## src/rtl/percept_pkg.sv

```systemverilog
// Shared definitions for the perceptron command line: opcodes, frame field
// widths, serialiser states and the frame-length helper.
package percept_pkg;

   localparam int START_W = 1;
   localparam int OP_W    = 3;

   localparam logic [OP_W-1:0] OP_OUT_DATA1 = 3'h0;
   localparam logic [OP_W-1:0] OP_OUT_DATA2 = 3'h1;
   localparam logic [OP_W-1:0] OP_OUT_RES   = 3'h2;
   localparam logic [OP_W-1:0] OP_LOAD      = 3'h3;
   localparam logic [OP_W-1:0] OP_LOAD_RES  = 3'h4;
   localparam logic [OP_W-1:0] OP_MUL       = 3'h5;
   localparam logic [OP_W-1:0] OP_MUL_ADD   = 3'h6;
   localparam logic [OP_W-1:0] OP_NO_OP     = 3'h7;

   // Serialiser state; TX_SEL is the only state in which a frame may be loaded.
   typedef enum logic [2:0] {TX_SEL, TX_START, TX_ADDR, TX_OP, TX_GAP} tx_state_t;

   // Position inside one neuron's slice of the layer program.
   typedef enum logic [1:0] {PH_LOAD, PH_MAC, PH_OUT} phase_t;

   // Bits on the line for one frame: start bit, address, opcode.
   function automatic int frame_len(input int addr_w);
      return START_W + addr_w + OP_W;
   endfunction

endpackage

```

## src/rtl/percept_frame_tx.sv

```systemverilog
// Frame serialiser: start bit, address MSB first, opcode MSB first, then
// EXEC_GAP idle-high cycles. tx is registered and idles high.
module percept_frame_tx
   import percept_pkg::*;
#(
   parameter int ADDR_W   = 8,
   parameter int EXEC_GAP = 4
) (
   input  logic              clk,
   input  logic              rst,
   input  logic              load,
   input  logic [ADDR_W-1:0] addr,
   input  logic [OP_W-1:0]   op,
   output logic              tx,
   output logic              idle
);

   localparam int SH_W    = frame_len(ADDR_W) - START_W;
   localparam int CNT_MAX = (ADDR_W > EXEC_GAP) ? ADDR_W : EXEC_GAP;
   localparam int CNT_W   = $clog2(CNT_MAX + 1);

   tx_state_t         state, state_n;
   logic [SH_W-1:0]   sh, sh_n;
   logic [CNT_W-1:0]  cnt, cnt_n;
   logic              tx_n;

   // State, shifter, counter and line register; reset forces the line high.
   always_ff @(posedge clk or posedge rst) begin
      if (rst) begin
         state <= TX_SEL;
         sh    <= '0;
         cnt   <= '0;
         tx    <= 1'b1;
      end else begin
         state <= state_n;
         sh    <= sh_n;
         cnt   <= cnt_n;
         tx    <= tx_n;
      end
   end

   // Next state and next line bit; tx_n is the bit shown in the next cycle.
   always_comb begin
      state_n = state;
      sh_n    = sh;
      cnt_n   = cnt;
      tx_n    = 1'b1;
      case (state)
         TX_SEL: begin
            if (load) begin
               state_n = TX_START;
               sh_n    = {addr, op};
               tx_n    = 1'b0;
            end
         end
         TX_START: begin
            state_n = TX_ADDR;
            tx_n    = sh[SH_W-1];
            sh_n    = {sh[SH_W-2:0], 1'b0};
            cnt_n   = '0;
         end
         TX_ADDR: begin
            tx_n = sh[SH_W-1];
            sh_n = {sh[SH_W-2:0], 1'b0};
            if (cnt == CNT_W'(ADDR_W - 1)) begin
               state_n = TX_OP;
               cnt_n   = '0;
            end else begin
               cnt_n = cnt + 1'b1;
            end
         end
         TX_OP: begin
            if (cnt == CNT_W'(OP_W - 1)) begin
               state_n = TX_GAP;
               cnt_n   = '0;
            end else begin
               tx_n  = sh[SH_W-1];
               sh_n  = {sh[SH_W-2:0], 1'b0};
               cnt_n = cnt + 1'b1;
            end
         end
         TX_GAP: begin
            if (cnt == CNT_W'(EXEC_GAP - 1)) begin
               state_n = TX_SEL;
               cnt_n   = '0;
            end else begin
               cnt_n = cnt + 1'b1;
            end
         end
         default: state_n = TX_SEL;
      endcase
   end

   assign idle = (state == TX_SEL);

endmodule

```

## src/rtl/percept_sequencer.sv

```systemverilog
// Command-line bus master: arbitrates single host commands against the fixed
// layer program (LOAD, N_INPUTS x MUL_ADD, OUT_RES per neuron) and hands the
// chosen frame to the serialiser.
//
// Host handshake: cmd_valid/cmd_addr/cmd_op are held by the host until
// cmd_ready is seen high; cmd_ready is high only in the select cycle in which
// that command is taken, and the command is consumed on that clock edge.
module percept_sequencer
   import percept_pkg::*;
#(
   parameter int ADDR_W    = 8,
   parameter int N_NEURONS = 4,
   parameter int N_INPUTS  = 3,
   parameter int BASE_ADDR = 0,
   parameter int EXEC_GAP  = 4
) (
   input  logic              clk,
   input  logic              rst,
   input  logic              start,
   input  logic              abort,
   input  logic              cmd_valid,
   input  logic [ADDR_W-1:0] cmd_addr,
   input  logic [OP_W-1:0]   cmd_op,
   output logic              cmd_ready,
   output logic              tx,
   output logic              busy,
   output logic              done,
   output logic [ADDR_W-1:0] cur_addr,
   output logic [OP_W-1:0]   cur_op
);

   localparam int NEU_W = (N_NEURONS > 1) ? $clog2(N_NEURONS) : 1;
   localparam int IN_W  = (N_INPUTS > 1) ? $clog2(N_INPUTS) : 1;

   phase_t            phase;
   logic [IN_W-1:0]   in_cnt;
   logic [NEU_W-1:0]  neu_cnt;
   logic              busy_q, fin_q, abort_q;
   logic              idle, end_now, take_host, take_prog, load, last_step;
   logic [ADDR_W-1:0] prog_addr, sel_addr;
   logic [OP_W-1:0]   prog_op, sel_op;

   // Arbitration and run status; a run ends only at a select cycle so a frame
   // in flight is never cut short.
   always_comb begin
      end_now   = busy_q & idle & (fin_q | abort_q);
      busy      = busy_q & ~end_now;
      done      = end_now & fin_q & ~abort_q;
      take_host = idle & cmd_valid;
      take_prog = idle & ~cmd_valid & busy & ~abort;
      cmd_ready = take_host;
      load      = take_host | take_prog;
      last_step = (phase == PH_OUT) && (neu_cnt == NEU_W'(N_NEURONS - 1));
      prog_addr = ADDR_W'(BASE_ADDR) + ADDR_W'(neu_cnt);
      case (phase)
         PH_LOAD: prog_op = OP_LOAD;
         PH_MAC:  prog_op = OP_MUL_ADD;
         PH_OUT:  prog_op = OP_OUT_RES;
         default: prog_op = OP_NO_OP;
      endcase
      sel_addr = take_host ? cmd_addr : prog_addr;
      sel_op   = take_host ? cmd_op : prog_op;
   end

   // Run control: start (abort wins), abort latch, last-frame flag.
   always_ff @(posedge clk or posedge rst) begin
      if (rst) begin
         busy_q  <= 1'b0;
         fin_q   <= 1'b0;
         abort_q <= 1'b0;
      end else begin
         if (end_now) begin
            busy_q  <= 1'b0;
            fin_q   <= 1'b0;
            abort_q <= 1'b0;
         end else if (busy_q && abort) begin
            abort_q <= 1'b1;
         end
         if (take_prog && last_step) fin_q <= 1'b1;
         if (start && !busy && !abort) busy_q <= 1'b1;
      end
   end

   // Program counters advance only when a program frame is selected.
   always_ff @(posedge clk or posedge rst) begin
      if (rst) begin
         phase   <= PH_LOAD;
         in_cnt  <= '0;
         neu_cnt <= '0;
      end else if (end_now) begin
         phase   <= PH_LOAD;
         in_cnt  <= '0;
         neu_cnt <= '0;
      end else if (take_prog) begin
         case (phase)
            PH_LOAD: begin
               phase  <= PH_MAC;
               in_cnt <= '0;
            end
            PH_MAC: begin
               if (in_cnt == IN_W'(N_INPUTS - 1)) begin
                  phase  <= PH_OUT;
                  in_cnt <= '0;
               end else begin
                  in_cnt <= in_cnt + 1'b1;
               end
            end
            default: begin
               phase   <= PH_LOAD;
               neu_cnt <= last_step ? '0 : neu_cnt + 1'b1;
            end
         endcase
      end
   end

   // Current-frame fields latch at select and hold until the next select.
   always_ff @(posedge clk or posedge rst) begin
      if (rst) begin
         cur_addr <= '0;
         cur_op   <= OP_NO_OP;
      end else if (load) begin
         cur_addr <= sel_addr;
         cur_op   <= sel_op;
      end
   end

   percept_frame_tx #(
      .ADDR_W   (ADDR_W),
      .EXEC_GAP (EXEC_GAP)
   ) u_frame_tx (
      .clk  (clk),
      .rst  (rst),
      .load (load),
      .addr (sel_addr),
      .op   (sel_op),
      .tx   (tx),
      .idle (idle)
   );

endmodule

```

## config.mk

```make
export PLATFORM = sky130hd
export DESIGN_NAME = percept_sequencer
export DESIGN_NICKNAME = d
export VERILOG_FILES = /design/src/rtl/percept_pkg.sv /design/src/rtl/percept_frame_tx.sv /design/src/rtl/percept_sequencer.sv
export SDC_FILE = /design/constraint.sdc
export NUM_CORES = 1
export LEC_CHECK = 0
export ABC_CLOCK_PERIOD_IN_PS = 5730
export CORE_ASPECT_RATIO = 2
export CORE_UTILIZATION = 50
export DETAILED_ROUTE_END_ITERATION = 10
export DONT_BUFFER_PORTS = 1
export GPL_TIMING_DRIVEN = 0
export MAX_ROUTING_LAYER = met4
export PLACE_DENSITY_LB_ADDON = 0.2
export SETUP_SLACK_MARGIN = 0.5
export SLEW_MARGIN = 10
export SYNTH_ARGS = -nofsm -noshare
export SYNTH_HDL_FRONTEND = slang
export SYNTH_SLANG_ARGS = --single-unit
```

## constraint.sdc

```tcl
create_clock -name clk -period 5.73 [get_ports clk]
set_clock_uncertainty 0.1 [all_clocks]
set_input_delay 1.719 -clock clk [delete_from_list [all_inputs] [get_ports clk]]
set_output_delay 1.719 -clock clk [all_outputs]
set_load 0.005 [all_outputs]
```

Word level (Yosys, flattened, before mapping) --
Index checks and enable logic that the tools add are counted.
Word-level totals: register bits 39, input bits 16, output and inout bits 15, word-level logic and storage cells 106
Cells by class: add/sub/neg operators 3, equal/unequal tests 18, mux-type cells 35, bitwise gates (word level) 15, reductions and logical operators 23
Operators by type and width (number):
- 11-bit case mux with 3 select lines | 1
- 11-bit 2-to-1 mux | 2
- 2-bit 2-to-1 mux | 10
- 4-bit case mux with 4 select lines | 1
- 3-bit 2-to-1 mux | 5
- 3-bit case mux with 5 select lines | 1
- 4-bit 2-to-1 mux | 3
- 2-bit by 1-bit != test with 1-bit output (second input constant) | 5
- 1-bit bitwise AND | 9
- 3-bit case mux with 3 select lines | 1
- 4-bit by 2-bit equality test with 1-bit output (second input constant) | 2
- 8-bit 2-to-1 mux | 1
- 2-bit case mux with 2 select lines | 2
- 2-bit nonzero test | 4
- 1-bit 2-to-1 mux | 7
- 2-bit equality test (second input constant) | 3
- 3-bit by 2-bit equality test with 1-bit output (second input constant) | 2
- 2-bit AND reduction | 3
- 3-bit nonzero test | 2
- 1-bit logical AND | 5
- 2-bit by 1-bit adder with 2-bit output (second input constant) | 2
- 4-bit by 1-bit adder with 4-bit output (second input constant) | 1
- 4-bit by 3-bit equality test with 1-bit output (second input constant) | 1
- 1-bit inverter | 4
- 14 further kinds | 17

Logic depth before layout (Yosys ltp) --
Gate-level depths: netlist (run 1).
word-level depth 10, depth in mapped cells 7, depth with buffers taken out 6

Modules after synthesis --
A second synthesis (run 1) with hierarchy kept.
Second synthesis, totals: cells, all modules 212, area total of the unflattened synthesis 2222.1 um2
Modules (own cells, without submodules):
- percept_frame_tx | instances 1, cells each 111, area each 1133.6 um2, sequential area each 476.7 um2
- percept_sequencer | instances 1, cells each 101, area each 1088.5 um2, sequential area each 504.2 um2

Worst setup path after synthesis (run 1) --
OpenSTA, ideal clock, no wires.
path kind input to output, from in cmd_valid, to out cmd_ready, arrival time 2.563 ns, data required time 3.911 ns, slack 1.348 ns, stages 4, buffers on the path 2, path through or4b_1 -> buf_2 -> inv_1 -> buf_2
On the way: cells in the longest elaborated chain, start to end 1
RTL lines:
- start: declaration | RTL line percept_sequencer.sv:21 | input logic cmd_valid,
- 1-bit bitwise AND | RTL line percept_sequencer.sv:49 | take_host = idle & cmd_valid;
- end: declaration | RTL line percept_sequencer.sv:24 | output logic cmd_ready,
No other way between the ends.

Worst setup path after layout (run 1) --
Ends and elaborated chain as after synthesis.

==> results of run 1 <==
==> area by class of cell <==
type / instances / area [um^2]
clock buffer: 6 / 72.6
buffer: 9 / 43.8
fill: 351 / 1680
inverter: 13 / 48.8
multi-input combinational: 125 / 983
tap: 51 / 63.8
clock inverter: 2 / 12.5
sequential: 39 / 981
==> cell usage after synthesis (2+ instances only) <==
| cell | instances | area (um^2) |
|---|---|---|
| o2bb2ai_1 | 3 | 26.3 |
| nand2b_1 | 3 | 18.8 |
| nor3b_1 | 4 | 30.0 |
| nor2_1 | 13 | 48.8 |
| and2_1 | 2 | 12.5 |
| o21a_1 | 2 | 15.0 |
| dfrtp_1 | 35 | 876 |
| mux2_2 | 11 | 124 |
| ha_1 | 7 | 87.6 |
| a21o_1 | 3 | 22.5 |
| clkbuf_1 | 6 | 22.5 |
| mux2i_1 | 6 | 60.1 |
| a31oi_1 | 3 | 18.8 |
| a22o_1 | 13 | 114 |
| and3_1 | 2 | 12.5 |
| a32o_1 | 2 | 20.0 |
| nor3_1 | 3 | 15.0 |
| buf_2 | 2 | 10.0 |
| a21oi_1 | 5 | 25.0 |
| inv_1 | 13 | 48.8 |
| or3_1 | 3 | 18.8 |
| o21ai_0 | 7 | 35.0 |
| nor4bb_1 | 2 | 20.0 |
| dfstp_2 | 4 | 105 |
| nand2_1 | 7 | 26.3 |
==> power breakdown <==
group / internal [mW] / switching [mW]
logic: 0.205 / 0.214
clock network: 0.0850 / 0.0948
registers: 0.388 / 0.0931
total: 0.679 / 0.402
==> per-stage QoR <==
step,util (%),cells,instance area [um^2],power [mW]
floorplan,-,186,2060,0.793
global placement,54.6,237,2120,0.871
detailed placement,54.6,237,2120,0.905
CTS,56.8,245,2210,1.08
global route,56.8,245,2210,1.16
finish,56.8,245,2210,1.08
==> layer usage <==
| metal | track usage (%) | wire, um | vias to the layer above |
|---|---|---|---|
| li1 | - | - | 705 |
| met1 | 28.3 | 1770 | 745 |
| met2 | 40.6 | 2540 | 28 |
| met3 | 4.09 | 137 | 10 |
| met4 | 9.76 | 95 | 0 |
| met5 | - | 0 | - |
==> logic make-up after synthesis <==
family | synth area share (%)
AOI/OAI and AO/OA | 20.1
and+or+nand+nor | 14.1
DFF | 47.7
buffers and inverters | 4.50
muxes | 8.94
adders and majority gates | 4.26
xor gates and xnor gates | 0.426
==> sequential cells by signal, summed over array words and instances, names as in the netlist <==
name and flops:
abort_q 1, cur_addr 8, u_frame_tx.state 3, fin_q 1, in_cnt 2, neu_cnt 2
u_frame_tx.sh 11, u_frame_tx.tx 1, u_frame_tx.cnt 4, busy_q 1, phase 2, cur_op 3
==> worst max path at each step <==
stage,end,slack (ps),cells after the start
6_report,cmd_ready,1200,4
5_1_grt,cmd_ready,1120,4
2_1_floorplan,cmd_ready,1350,4
3_3_place_gp,cmd_ready,1240,4
3_5_place_dp,cmd_ready,1210,4
4_1_cts,cmd_ready,1200,4
==> critical path, delay by kind of cell <==
family | cells | cell delay [ps]
buffers and inverters | 3 | 570
and+or+nand+nor | 1 | 420
==> flow_summary.toml, run 1 <==
[setup_path]
cp-start-kind = "primary input"
max_stage_delay_ps = 420
r2r-start = "u_frame_tx.cnt[0]$_DFFE_PP0P_"
slowest_stage = "or4b_1"
required_ps = 3910
ff2ff_path_depth = 7
worstPathMaxFanout = 10
crit_path_start = "cmd_valid"
worst_ep_arrival_time_ps = 2710
worstSetupPathType = "in2out"
crit_path_end_kind = "primary output"
cpMostUsedCell = "buf_2"
crit_chain = "or4b_1, buf_2, inv_1, buf_2"
r2r_end = "u_frame_tx.sh[0]$_DFFE_PP0P_"
ff2ff_setup_slack_ps = 3450

[logic_synthesis]
synth_flop_cell = "dfrtp_1"
syn_nets = 209
synth_edf_count = 0
postSynthCellCount = 186
async_flop_share_pct = 100
yosys.cell_types.count = 50
seq_area_frac_synth_pct = 47.7
synth_area_mm2 = 0.00206
avgSynthCellArea_um2 = 11.1
yosys_warnings = 0
ys_ff_latch = 39

[sta]
whs_ps = 382
fin_crit_sh_pct = 79.1
rsz0062_at_grt = "false"
worst_pin_slew_ps = 796
fin_crit_ps = 4530
timing.fmax_ghz = 0.221
finalMaxSlewViolations = 0
fin_ws_ps = 1200
tns_ps = 0
setup_viol = 0
hold_violations = 0
relSlewSlack_pct = 46.9

[clock_network]
cts_hold_buf = 0
cts.clk_slew.worst_paths_ps = 70
ctsResizeCount = 0
cts_tree = "built"
cts_root_buffer = "clkbuf_8"
postCtsSetupBuffers = 0
h-tree-depth = 2
clkSinkCount = 39
clock_path_buffers = 2
cts_made_buffers = 5
clk_latency_ps = 290

[placed_design]
portBuffers = 0
place_ws_ps = 1210
gp_congestion = 0.914
hpwlAfterDp_um = 3390

[global_routing]
grt_pass1_vias = 1658
grt_antenna_before_repair = 0
grt_pass1_wl_um = 7550
overflow = 0
grt_max_degree = 40
grt.total_usage_pct = 24.7

[run_status]
status = "finished clean"

[route]
ant_nets = 0
first_iter_violations = 35
drc = 0
routed-via-count = 1488
vias_per_cell = 6.07
wirelength_um = 4540
wl_per_cell_um = 18.5
firstDrtPassIters = 4

[hold_path]
min_path_type = "reg2reg"
hold_end = "cur_op[1]$_DFFE_PP1P_"
holdPathStages = 2
hp-start = "cur_op[1]$_DFFE_PP1P_"

[finish]
drive_above_1_share_pct = 17.5
syn_to_final_growth_pct = 7.24
most-common-layout-cells = "35 x dfrtp_1, 13 x a22o_1, 13 x nor2_1"
antenna_cells = 0
final_common_cell = "dfrtp_1"
fin_nets = 216

[pwr]
ir_drop_mv = 0.361
power_density_mw_per_mm2 = 490
p_leak_nw = 0.985

[floorplan]
initial_core_util_pct = 53.0
coreArea_mm2 = 0.00388
num_rows = 32
die_width_um = 47.4
die_h_um = 92.7
die-area_mm2 = 0.00439
io_pins = 31

[run]
cap_violations = 0
No activity file was read; power rests on OpenSTA's default activity.
==> run 2: changes to the inputs <==
--- a/config.mk
+++ b/config.mk
@@ -5,7 +5,7 @@
 export SDC_FILE = /design/constraint.sdc
 export NUM_CORES = 1
 export LEC_CHECK = 0
-export ABC_CLOCK_PERIOD_IN_PS = 5730
+export ABC_CLOCK_PERIOD_IN_PS = 3700
 export CORE_ASPECT_RATIO = 2
 export CORE_UTILIZATION = 50
 export DETAILED_ROUTE_END_ITERATION = 10
==> constraint.sdc (replaced) <==
create_clock -name clk -period 3.7 [get_ports clk]
set_clock_uncertainty 0.1 [all_clocks]
set_input_delay 1.11 -clock clk [delete_from_list [all_inputs] [get_ports clk]]
set_output_delay 1.11 -clock clk [all_outputs]
set_load 0.005 [all_outputs]
==> run 2 against run 1 <==
  * Final cell count rose by 0.41%
  * Worst setup slack lost 640 ps
  * Global-route usage about the same
  * Register-to-register slack worse by 2000 ps
==> flow_summary.toml, run 2 (synthesized netlist as in run 1, its figures left out) <==
[floorplan]
io_pins = 31
initial_core_util_pct = 53.0
die_width_um = 47.4
die-area_mm2 = 0.00439
num_rows = 32
die_h_um = 92.7
coreArea_mm2 = 0.00388

[clock_network]
postCtsSetupBuffers = 0
clock_path_buffers = 2
cts_made_buffers = 5
cts_hold_buf = 0
cts_root_buffer = "clkbuf_8"
clkSinkCount = 39
h-tree-depth = 2
cts.clk_slew.worst_paths_ps = 70
cts_tree = "built"
clk_latency_ps = 290

[pwr]
total_power_mw = 1.69
power_density_mw_per_mm2 = 756
ir_drop_mv = 0.560
p_leak_nw = 0.993

[global_routing]
grt_antenna_before_repair = 0
overflow = 0
grt_pass1_wl_um = 7530
grt_max_degree = 40
grt_pass1_vias = 1657
grt.total_usage_pct = 24.6

[finish]
drive_above_1_share_pct = 20.5
fillers = 353
multiInputGateArea_um2 = 991
final_area_mm2 = 0.00223
top_register = "u_frame_tx.sh"
syn_to_final_growth_pct = 8.58
seqCellArea_um2 = 982
final_common_cell = "dfrtp_1"
largest_reg_flops = 11
largestRegisters = "u_frame_tx.sh: 11 flops, cur_addr: 8 flops, u_frame_tx.cnt: 4 flops"
antenna_cells = 0
fin_nets = 217
most-common-layout-cells = "34 x dfrtp_1, 13 x a22o_1, 12 x nor2_1"

[setup_path]
max_stage_delay_ps = 430
crit_path_end_kind = "primary output"
cpMostUsedCell = "buf_6"
crit_chain = "or4b_1, buf_6, inv_2, buf_6"
cp-start-kind = "primary input"
worst_ep_arrival_time_ps = 1930
crit_path_start = "cmd_valid"
r2r-start = "u_frame_tx.cnt[0]$_DFFE_PP0P_"
required_ps = 2490
worstPathMaxFanout = 6
worstSetupPathType = "in2out"
slowest_stage = "or4b_1"

[hold_path]
min_path_type = "reg2reg"
hp-start = "cur_op[1]$_DFFE_PP1P_"

[placed_design]
hpwlAfterDp_um = 3390
portBuffers = 0
place_area_mm2 = 0.00212
gp_congestion = 0.914

[run]
cap_violations = 0

[sta]
hold_violations = 0
finalMaxSlewViolations = 0
fin_crit_sh_pct = 84.8
worst_pin_slew_ps = 795
fin_crit_ps = 3140
timing.fmax_ghz = 0.319
relSlewSlack_pct = 46.9
rsz0062_at_grt = "true"
whs_ps = 384
setup_viol = 0
tns_ps = 0

[route]
vias_per_cell = 6.07
first_iter_violations = 38
wl_per_cell_um = 18.7
wirelength_um = 4590
drc = 0
firstDrtPassIters = 4
routed-via-count = 1493
ant_nets = 0

[run_status]
status = "finished clean"
run 2: power by group:
part           internal, mW  leakage [nW]  switching (mW)
combinational         0.324         0.463           0.336
clock                 0.132        0.0412           0.148
sequential            0.602         0.488           0.145
run 2: cell type report:
type | instances | share of cell area, %
well taps | 51 | 2.86
multi-input cells | 125 | 44.4
plain buffers | 9 | 2.58
clock inverters | 2 | 0.560
inverters | 13 | 2.18
flip-flops and latches | 39 | 44.0
clock buffers | 6 | 3.25
repair buffers | 1 | 0.224
run 2: metrics by stage:
step / std cells / worst slack, ps / utilization (%)
global placement: 237 / 424 / 54.6
finish: 246 / 562 / 57.5
floorplan: 186 / 536 / -
global route: 246 / 498 / 57.5
detailed placement: 237 / 395 / 54.6
CTS: 245 / 506 / 57.1
run 2: worst paths after layout:
kind	cells after the start	slack (ps)	end
max	4	560	cmd_ready
min	2	380	cur_op[1]$_DFFE_PP1P_
max reg2reg	7	1420	u_frame_tx.sh[1]$_DFFE_PP0P_
min reg2reg	2	380	cur_op[1]$_DFFE_PP1P_
max in group asynchronous	1	2200	u_frame_tx.state[2]$_DFFE_PP0P_
min in group asynchronous	1	750	u_frame_tx.sh[8]$_DFFE_PP0P_
run 2: timing repair:
action,in CTS,in global routing
resized for setup,4,7
setup endpoints to repair,2,2
cloned,0,1
run 2: critical path: cells and delay by family:
family	cells	cell delay, ps
simple gates	1	430
buf+inv	3	380
run 2: routing by layer:
layer  track usage, %  routed length [um]  vias to the layer above
met5                -                   0                        -
met4             9.76                  95                        0
met3             4.09                 141                       10
met2             40.6                2550                       28
met1             28.1                1800                      753
li1                 -                   -                      702
==> run 3: changes to the inputs <==
--- a/config.mk
+++ b/config.mk
@@ -5,7 +5,7 @@
 export SDC_FILE = /design/constraint.sdc
 export NUM_CORES = 1
 export LEC_CHECK = 0
-export ABC_CLOCK_PERIOD_IN_PS = 3700
+export ABC_CLOCK_PERIOD_IN_PS = 2500
 export CORE_ASPECT_RATIO = 2
 export CORE_UTILIZATION = 50
 export DETAILED_ROUTE_END_ITERATION = 10
==> constraint.sdc (replaced) <==
create_clock -name clk -period 2.5 [get_ports clk]
set_clock_uncertainty 0.1 [all_clocks]
set_input_delay 0.75 -clock clk [delete_from_list [all_inputs] [get_ports clk]]
set_output_delay 0.75 -clock clk [all_outputs]
set_load 0.005 [all_outputs]
==> run 3 against run 2 <==
  * Utilization is 11 points higher
  * Via count is 10% higher
  * Non-clock buffer count is 22 higher
  * Clock power is 52% higher
  * Cell area is 19% higher
  * First-iteration DRC count is 53% higher
  * Clock-buffer cell count is 1 lower
  * Sequential cell count stayed put
  * Register-to-register slack worse by 1100 ps
  * Highest routed layer unchanged
==> flow_summary.toml, run 3 (synthesized netlist as in run 1, its figures left out) <==
[finish]
syn_to_final_growth_pct = 28.8
largest_reg_flops = 11
top_register = "u_frame_tx.sh"
most-common-layout-cells = "33 x dfrtp_1, 17 x buf_4, 13 x a22o_1"
antenna_cells = 0
fillers = 294
utilization_pct = 68.2
final_common_cell = "dfrtp_1"
largestRegisters = "u_frame_tx.sh: 11 flops, cur_addr: 8 flops, u_frame_tx.cnt: 4 flops"
drive_above_1_share_pct = 37.3
fin_nets = 239

[run_status]
status = "finished clean"

[global_routing]
grt_max_degree = 40
grt_pass1_wl_um = 8380
overflow = 0
grt_pass1_vias = 1779
grt.total_usage_pct = 27.8
grt_antenna_before_repair = 0

[sta]
setup_viol = 0
fin_ws_ps = 63.9
relSlewSlack_pct = 46.9
rsz0062_at_grt = "true"
fin_crit_sh_pct = 97.4
timing.fmax_ghz = 0.410
hold_violations = 0
worst_pin_slew_ps = 796
finalMaxSlewViolations = 0
fin_crit_ps = 2440

[pwr]
seqPwrFrac_pct = 37.2
swShare_pct = 36.7
clockPowerShare_pct = 14.4
p_leak_nw = 1.20
p_int_mw = 1.87
p_comb_share_pct = 48.4
power_density_mw_per_mm2 = 1110
ir_drop_mv = 0.668
p_switching_mw = 1.08

[setup_path]
required_ps = 1650
r2r_end = "phase[0]$_DFFE_PP0P_"
r2r-start = "u_frame_tx.state[1]$_DFFE_PP0P_"
ff2ff_path_depth = 7
worstSetupPathType = "reg2out"
cp-endpoint = "cmd_ready"
slowest_stage = "or4b_4"
crit_path_start = "u_frame_tx.state[2]$_DFFE_PP0P_"
worstPathMaxFanout = 5
ff2ff_setup_slack_ps = 340
max_stage_delay_ps = 540
crit_path_end_kind = "primary output"
cp-start-kind = "flip-flop"
crit_chain = "or4b_4, buf_6, inv_6, buf_8"
worst_ep_arrival_time_ps = 1590

[floorplan]
initial_core_util_pct = 53.0
io_pins = 31
num_rows = 32
die-area_mm2 = 0.00439
die_width_um = 47.4
die_h_um = 92.7
coreArea_mm2 = 0.00388

[clock_network]
h-tree-depth = 2
clock_path_buffers = 2
cts.clk_slew.worst_paths_ps = 80
cts_made_buffers = 5
clk_latency_ps = 300
clkSinkCount = 39
cts_tree = "built"
cts_root_buffer = "clkbuf_8"

[hold_path]
min_path_type = "reg2reg"

[route]
wirelength_um = 5440
drc = 0
first_iter_violations = 58
vias_per_cell = 6.13
wl_per_cell_um = 20.3
firstDrtPassIters = 4
ant_nets = 0
routed-via-count = 1643

[placed_design]
gp_congestion = 0.847
portBuffers = 0
place_ws_ps = -128
hpwlAfterDp_um = 3360

[run]
cap_violations = 0
-- run 3: cell count changes in the layout (fill, tap and decap cells not counted), moves of 3 or more --
cell      before  now
clkbuf_8       5    8
clkbuf_1       6    1
mux2_4         0   10
buf_6          3    7
buf_4          0   17
mux2_2        11    1
-- run 3: layout make-up --
cell class	instances	area, um^2	area share, %
clock buffer	5	68.8	2.60
inverter	13	53.8	2.03
sequential	39	983	37.1
buffer	9	103	3.87
multi-input combinational	125	1140	43.0
clock inverter	3	20.0	0.756
timing repair buffer	23	216	8.17
tap	51	63.8	2.41
-- run 3: worst max-delay path, delay by kind of cell (launching register included) --
family	cells	cell delay, ps
and+or+nand+nor	1	540
DFF	1	430
buffers and inverters	3	320
-- run 3: metal layers --
layer	wire (um)	vias up	share of wire, %	global-route usage [%]
met3	274	16	5.0	6.04
li1	-	751	-	-
met2	3010	58	55	44.4
met5	0	-	0	-
met4	211	0	3.9	14.5
met1	1940	818	36	30.5
-- run 3: worst min-delay path by stage --
stage,from,to,depth (start not counted)
final,cur_op[1]$_DFFE_PP1P_,cur_op[1]$_DFFE_PP1P_,2
after global routing,cur_op[2]$_DFFE_PP1P_,cur_op[2]$_DFFE_PP1P_,2
after CTS,cur_op[1]$_DFFE_PP1P_,cur_op[1]$_DFFE_PP1P_,2
after detailed placement,cur_op[1]$_DFFE_PP1P_,cur_op[1]$_DFFE_PP1P_,2
after global placement,cur_op[1]$_DFFE_PP1P_,cur_op[1]$_DFFE_PP1P_,2
after floorplan,cur_op[1]$_DFFE_PP1P_,cur_op[1]$_DFFE_PP1P_,2
-- run 3: power groups by stage --
| stage | combinational [mW] | clock [mW] | sequential (mW) |
|---|---|---|---|
| finish | 1.43 | 0.426 | 1.10 |
| global route | 1.54 | 0.454 | 1.12 |
| CTS | 1.30 | 0.431 | 1.09 |
| detailed placement | 1.04 | 0 | 1.11 |
| global placement | 0.993 | 0 | 1.10 |
| floorplan | 0.860 | 0 | 1.06 |
-- run 3: timing repair --
| action | CTS | global route |
|---|---|---|
| setup buffers | 15 | 6 |
| hold buffers | 0 | 0 |
| cloned | 2 | 0 |
| endpoints found under the setup margin | 18 | 27 |
| resized for setup | 21 | 15 |
| pin swaps | 5 | 8 |
-- run 3: metrics by stage --
step	instance area [um^2]	cells	hold slack, ps	power (mW)	setup TNS [ps]
floorplan	2160	186	351	1.92	0
global placement	2230	237	368	2.10	-585
detailed placement	2230	237	364	2.16	-797
CTS	2540	262	375	2.82	0
global route	2650	268	427	3.11	0
finish	2650	268	373	2.95	0
